**config.mk**
```make
export PLATFORM = sky130hd
export DESIGN_NAME = spi_slave_flat
export DESIGN_NICKNAME = d
export VERILOG_FILES = /design/src/rtl/spi_slave_if.sv /design/src/rtl/spi_slave.sv /design/src/flat_wrapper.sv
export SDC_FILE = /design/constraint.sdc
export NUM_CORES = 1
export LEC_CHECK = 0
export CORE_UTILIZATION = 35
export CTS_BUF_LIST = sky130_fd_sc_hd__clkbuf_16
export CTS_CLUSTER_SIZE = 28
export DETAILED_ROUTE_END_ITERATION = 7
export SYNTH_ARGS = -nofsm -noshare
export SYNTH_HDL_FRONTEND = slang
export SYNTH_SLANG_ARGS = --single-unit
```
**constraint.sdc**
```tcl
create_clock -name clk -period 5.17 [get_ports clk]
set_clock_uncertainty 0.1 [all_clocks]
set_input_delay 1.034 -clock clk [delete_from_list [all_inputs] [get_ports clk]]
set_output_delay 1.034 -clock clk [all_outputs]
set_load 0.05 [all_outputs]
```
**src/rtl/spi_slave_if.sv**
```systemverilog
// Fabric-side handshake bundle of the SPI target: TX holding-register write
// port and RX character delivery.
interface spi_slave_if #(
    parameter int unsigned DW = 8
);
    logic [DW-1:0] tx_data;
    logic          tx_valid;
    logic          tx_ready;
    logic [DW-1:0] rx_data;
    logic          rx_valid;
    logic          tx_underrun;

    modport master (
        output tx_data, tx_valid,
        input  tx_ready, rx_data, rx_valid, tx_underrun
    );

    modport slave (
        input  tx_data, tx_valid,
        output tx_ready, rx_data, rx_valid, tx_underrun
    );
endinterface

```
**src/rtl/spi_slave.sv**
```systemverilog
// SPI target endpoint: oversamples SCK/CS/MOSI in the clk domain, all four
// CPOL/CPHA modes, MSB/LSB first, back-to-back characters within one CS.
module spi_slave #(
    parameter int unsigned DW = 8
) (
    input  logic       clk,
    input  logic       rst,
    input  logic       en,
    input  logic       cpol,
    input  logic       cpha,
    input  logic       rev,
    input  logic       spi_sck,
    input  logic       spi_cs_n,
    input  logic       spi_mosi,
    output logic       spi_miso,
    output logic       spi_miso_oe,
    output logic       busy,
    spi_slave_if.slave bus
);
    localparam int unsigned   CW   = $clog2(DW);
    localparam logic [CW-1:0] LAST = CW'(DW - 1);

    typedef enum logic {IDLE, ACTIVE} state_t;

    state_t        state;
    logic [2:0]    sck_sy, cs_sy;
    logic [1:0]    mosi_sy;
    logic          sck_edge, sck_lvl;
    logic          cpol_l, cpha_l, rev_l;
    logic [CW-1:0] cnt;
    logic [DW-1:0] rx_sr, tx_sr, hold;
    logic          load_empty;

    logic          cs_fall, cs_rise, leading, trailing, sample_e, shift_e;
    logic [DW-1:0] rx_next, tx_shift, load_val;

    // Two-stage synchronizers plus history stage; SCK edge is registered once more.
    always_ff @(posedge clk) begin
        if (rst) begin
            sck_sy   <= '0;
            cs_sy    <= '0;
            mosi_sy  <= '0;
            sck_edge <= 1'b0;
            sck_lvl  <= 1'b0;
        end else begin
            sck_sy   <= {sck_sy[1:0], spi_sck};
            cs_sy    <= {cs_sy[1:0], spi_cs_n};
            mosi_sy  <= {mosi_sy[0], spi_mosi};
            sck_edge <= sck_sy[1] ^ sck_sy[2];
            sck_lvl  <= sck_sy[1];
        end
    end

    always_comb begin
        cs_fall  = cs_sy[2] & ~cs_sy[1];
        cs_rise  = ~cs_sy[2] & cs_sy[1];
        leading  = sck_edge & (sck_lvl != cpol_l);
        trailing = sck_edge & (sck_lvl == cpol_l);
        sample_e = cpha_l ? trailing : leading;
        shift_e  = cpha_l ? leading : trailing;
        rx_next  = rev_l ? {rx_sr[DW-2:0], mosi_sy[1]} : {mosi_sy[1], rx_sr[DW-1:1]};
        tx_shift = rev_l ? {tx_sr[DW-2:0], 1'b0} : {1'b0, tx_sr[DW-1:1]};
        load_val = bus.tx_ready ? '0 : hold;
    end

    always_ff @(posedge clk) begin
        if (rst) begin
            state           <= IDLE;
            cpol_l          <= 1'b0;
            cpha_l          <= 1'b0;
            rev_l           <= 1'b0;
            cnt             <= '0;
            rx_sr           <= '0;
            tx_sr           <= '0;
            hold            <= '0;
            load_empty      <= 1'b1;
            spi_miso        <= 1'b0;
            spi_miso_oe     <= 1'b0;
            busy            <= 1'b0;
            bus.tx_ready    <= 1'b1;
            bus.rx_data     <= '0;
            bus.rx_valid    <= 1'b0;
            bus.tx_underrun <= 1'b0;
        end else begin
            bus.rx_valid    <= 1'b0;
            bus.tx_underrun <= 1'b0;
            case (state)
                IDLE: begin
                    if (cs_fall && en) begin
                        state       <= ACTIVE;
                        cpol_l      <= cpol;
                        cpha_l      <= cpha;
                        rev_l       <= rev;
                        cnt         <= '0;
                        rx_sr       <= '0;
                        spi_miso_oe <= 1'b1;
                        busy        <= 1'b1;
                        // In CPHA=0 the first bit must be on MISO before the first edge.
                        if (!cpha) begin
                            tx_sr      <= load_val;
                            spi_miso   <= rev ? load_val[DW-1] : load_val[0];
                            load_empty <= bus.tx_ready;
                        end
                    end
                end
                ACTIVE: begin
                    if (cs_rise || !en) begin
                        state       <= IDLE;
                        cnt         <= '0;
                        rx_sr       <= '0;
                        spi_miso_oe <= 1'b0;
                        busy        <= 1'b0;
                    end else begin
                        if (sample_e) begin
                            rx_sr <= rx_next;
                            if (cnt == LAST) begin
                                bus.rx_data  <= rx_next;
                                bus.rx_valid <= 1'b1;
                                cnt          <= '0;
                            end else begin
                                cnt <= cnt + CW'(1);
                            end
                            if (cnt == '0) begin
                                bus.tx_ready    <= 1'b1;
                                bus.tx_underrun <= load_empty;
                            end
                        end
                        if (shift_e) begin
                            if (cnt == '0) begin
                                tx_sr      <= load_val;
                                spi_miso   <= rev_l ? load_val[DW-1] : load_val[0];
                                load_empty <= bus.tx_ready;
                            end else begin
                                tx_sr    <= tx_shift;
                                spi_miso <= rev_l ? tx_shift[DW-1] : tx_shift[0];
                            end
                        end
                    end
                end
                default: state <= IDLE;
            endcase
            // A write in the same cycle as a consumption wins.
            if (bus.tx_valid && bus.tx_ready) begin
                hold         <= bus.tx_data;
                bus.tx_ready <= 1'b0;
            end
        end
    end
endmodule

```
**src/flat_wrapper.sv**
```systemverilog
// flat-port wrapper written by rule: the top's interface ports become plain ports
module spi_slave_flat 
#(
    parameter int unsigned DW = 8
)
  (clk, rst, en, cpol, cpha, rev, spi_sck, spi_cs_n, spi_mosi, spi_miso, spi_miso_oe, busy, bus_tx_data, bus_tx_valid, bus_tx_ready, bus_rx_data, bus_rx_valid, bus_tx_underrun);
  spi_slave_if #(.DW(DW)) bus_i ();
  input  logic clk;
  input  logic rst;
  input  logic en;
  input  logic cpol;
  input  logic cpha;
  input  logic rev;
  input  logic spi_sck;
  input  logic spi_cs_n;
  input  logic spi_mosi;
  output logic spi_miso;
  output logic spi_miso_oe;
  output logic busy;
  input wire logic [$bits(bus_i.tx_data)-1:0] bus_tx_data;
  input wire logic [$bits(bus_i.tx_valid)-1:0] bus_tx_valid;
  output wire logic [$bits(bus_i.tx_ready)-1:0] bus_tx_ready;
  output wire logic [$bits(bus_i.rx_data)-1:0] bus_rx_data;
  output wire logic [$bits(bus_i.rx_valid)-1:0] bus_rx_valid;
  output wire logic [$bits(bus_i.tx_underrun)-1:0] bus_tx_underrun;
  assign bus_i.tx_data = bus_tx_data;
  assign bus_i.tx_valid = bus_tx_valid;
  assign bus_tx_ready = bus_i.tx_ready;
  assign bus_rx_data = bus_i.rx_data;
  assign bus_rx_valid = bus_i.rx_valid;
  assign bus_tx_underrun = bus_i.tx_underrun;
  spi_slave #(.DW(DW)) u_core (.clk(clk), .rst(rst), .en(en), .cpol(cpol), .cpha(cpha), .rev(rev), .spi_sck(spi_sck), .spi_cs_n(spi_cs_n), .spi_mosi(spi_mosi), .spi_miso(spi_miso), .spi_miso_oe(spi_miso_oe), .busy(busy), .bus(bus_i));
endmodule
```
==> run metrics <==
Pwr per Cell Area=around 290 nW/um^2; Arrival @ worst endpoint=between 3 and 4 ns; FMAX=0.306 GHz; via count of the first global-routing pass=between 1500 and 2000; number of port buffers=31; max-slew headroom at the worst pin=43.5%; number of setup buffers added after CTS=0; number of instances in the synthesized netlist=237; Finished Cell Area=2840 sq um; most frequent standard cell in the layout excluding fill and tap cells=dfxtp_1; Synthesized Nets=258; failing checks=DRC; Yosys top cell area share=45.8%; final count of hold timing violations=0; sinks on the clock net=54; Setup CP Type=primary input to flip-flop; Synth Cell Area=2360 sq um; worst-case vdd ir drop=0.000126 V; placed instance count=328; die area=just over 7000 sq um; number of buffer and inverter instances along the worst setup path=2; clock-pin slew on the worst setup and hold paths=approximately 0.07 ns; number of detailed-route iterations in the first pass=7; critical path peak fanout=10; Largest delay share family, worst path=simple AND/OR/NAND/NOR gates; Yosys warning count=0; ratio of cells with drive above 1 in the final layout=12.0%; insertion delay to the later sink of the worst-skew pair=0.29 ns; total negative slack=0 ns; sequential power share=52.2%; area added between synthesis and finish=20.3%; row count=29; sw frac=23.3%; transition at the pin with the smallest max-transition slack=between 0.8 and 0.9 ns; deepest clock path buffer count=2; GPL Wtd Cong=0.803; number of max-slew violations in the final report=0; proportion of register bits with asynchronous set or reset after synthesis=0%; Setup crit start kind=primary input; most frequent cells in the layout=dfxtp_1 (54), clkdlybuf4s50_1 (31), o2bb2ai_1 (16); via density per instance=between 5 and 6; pin count of the biggest net entering global routing=33; Avg Inst Size Synth=9.97 sq um; final non-filler cell total=336; Antenna Diode Count=0; internal power=0.637 mW; Critical Path Sink Type=flip-flop; post-route clock period utilization=between 60 and 70%; Static Leak=0.968 nW; CTS resizes=0; total grt overflow=0; post-synthesis cell type with the largest combined area=dfxtp_1; longest individual stage delay on the worst path=0.58 ns; combinational share of power=6.8%; cell chosen for the clock root=clkbuf_16; Critical Path Slowest Stage Cell=clkdlybuf4s50_1; part of the power in the clock network=approximately two fifths; antenna-violating nets left=0; switching power total=between 0.15 and 0.2 mW; starting density of the core=36.8%; post-synthesis sequential area ratio=45.8%; H-tree Lvls=2; Top FF cell, synth=dfxtp_1; data required time of the critical path=5.21 ns; number of buffers added by the clock tree synthesis step=5; number of top-level pins=32; number of distinct library cells after synthesis=44; Avg WL per Cell=14.0 um; status=finished, violations left; drt first-iter violations=154; number of antenna violations at the first check in global routing=0; number of DRC violations after detailed routing=2; Die Span Y=84.2 um; total routing resource utilization after global routing=between 10% and 20%; Hold/Removal Path Class=flip-flop to flip-flop; Post-synth EDFFs=0; total placed instance area=2690 sq um; leading post-synthesis cells by cell area=dfxtp_1 (46%), o2bb2ai_1 (5.9%), a311oi_2 (5.1%), mux2i_1 (4.7%), nand3_1 (3.2%); area of the core region=about 6400 sq um; worst-path cell chain=clkdlybuf4s50_1 -> nor4bb_1 -> buf_4 -> nor2b_1 -> or2_1 -> a311oi_2; detailed-route wire length=4720 um; CTS tree=yes; Maximum Capacitance Violations=0; Detail Placement HPWL=3290 um; flip-flop and latch count after synthesis=54; post-route total power=0.831 mW; Net count, final=279; endpoints failing setup=0; wire length of the first global-routing pass=8150 um; width of the chip=84.2 um; via count of the routed design=between 1500 and 2000; crit path time final=3.27 ns; unrepaired setup endpoints after global routing=false; hold-fix buffers at CTS=0
[final cells by class]
class                   instances  area (sq um)
clock buffers                   5           125
repair buffers                 34           333
multi-input cells             156          1150
inverters                       7          26.3
flip-flops and latches         54          1080
well taps                      77          96.3
fillers                       620          3580
clock inverters                 3          26.3
[metrics by stage]
step | util, % | worst slack, ns | hold slack (ns)
after detailed placement | 41.9 | 1.59 | 0.325
after floorplan | - | 2.90 | 0.314
final | 44.3 | 1.90 | 0.336
after CTS | 44.3 | 1.89 | 0.342
after global routing | 44.3 | 1.74 | 0.358
after global placement | 41.9 | 1.67 | 0.319
[flip-flops by register name, summed over array words and instances (netlist names), 2 cells and up]
signal / flops
u_core.bus.rx_data: 8
u_core.hold: 8
u_core.rx_sr: 8
u_core.tx_sr: 8
u_core.cnt: 3
u_core.cs_sy: 3
u_core.mosi_sy: 2
u_core.sck_sy: 2
[path summary, 6_finish.rpt]
path,start,end,slack (ns),depth (start not counted)
min,u_core.cs_sy[0]$_SDFF_PP0_,u_core.cs_sy[1]$_SDFF_PP0_,0.34,1
max reg2reg,u_core.state$_SDFF_PP0_,u_core.tx_sr[5]$_SDFFE_PP0P_,2.57,5
min reg2reg,u_core.cs_sy[0]$_SDFF_PP0_,u_core.cs_sy[1]$_SDFF_PP0_,0.34,1
max,en,u_core.tx_sr[5]$_SDFFE_PP0P_,1.90,6
[power groups by stage]
stage	Sequential [mW]	Combinational, mW	Clock [mW]
after floorplan	0.442	0.0344	0
after global placement	0.443	0.0563	0
after detailed placement	0.443	0.0569	0
after CTS	0.434	0.0570	0.353
after global routing	0.435	0.0616	0.371
final	0.433	0.0562	0.341
[cells by family (layout without fill, tap and decap cells)]
group,Yosys count,count (layout),share of synthesized area (%)
mux,17,17,7.52
fa+ha+maj,3,3,1.59
compound gates,52,52,19.0
flops,54,54,45.8
simple gates,82,82,19.4
xor+xnor,2,2,1.38
buf+inv,27,49,5.35
[cell usage after synthesis, types with 2 or more instances]
cell	number
a211oi_1	2
a21o_1	2
a21oi_1	12
a22o_1	3
a311oi_2	8
and3_1	2
buf_1	2
buf_2	4
buf_6	2
clkbuf_1	10
dfxtp_1	54
ha_1	3
inv_1	7
mux2_2	6
mux2i_1	11
nand2_1	12
nand2b_1	4
nand3_1	15
nand3b_1	6
nor2_1	10
nor2b_1	12
nor3_1	11
nor4bb_1	2
o21ai_0	2
o2bb2ai_1	16
[routing by layer]
metal	GRT usage (%)	part of all wire [%]	vias to the layer above
met2	21.3	44	28
li1	-	-	899
met3	2.85	3.2	5
met5	0	0	-
met4	5.64	1.3	0
met1	20.3	52	819
Note: power is estimated with default switching activity, not from simulation.
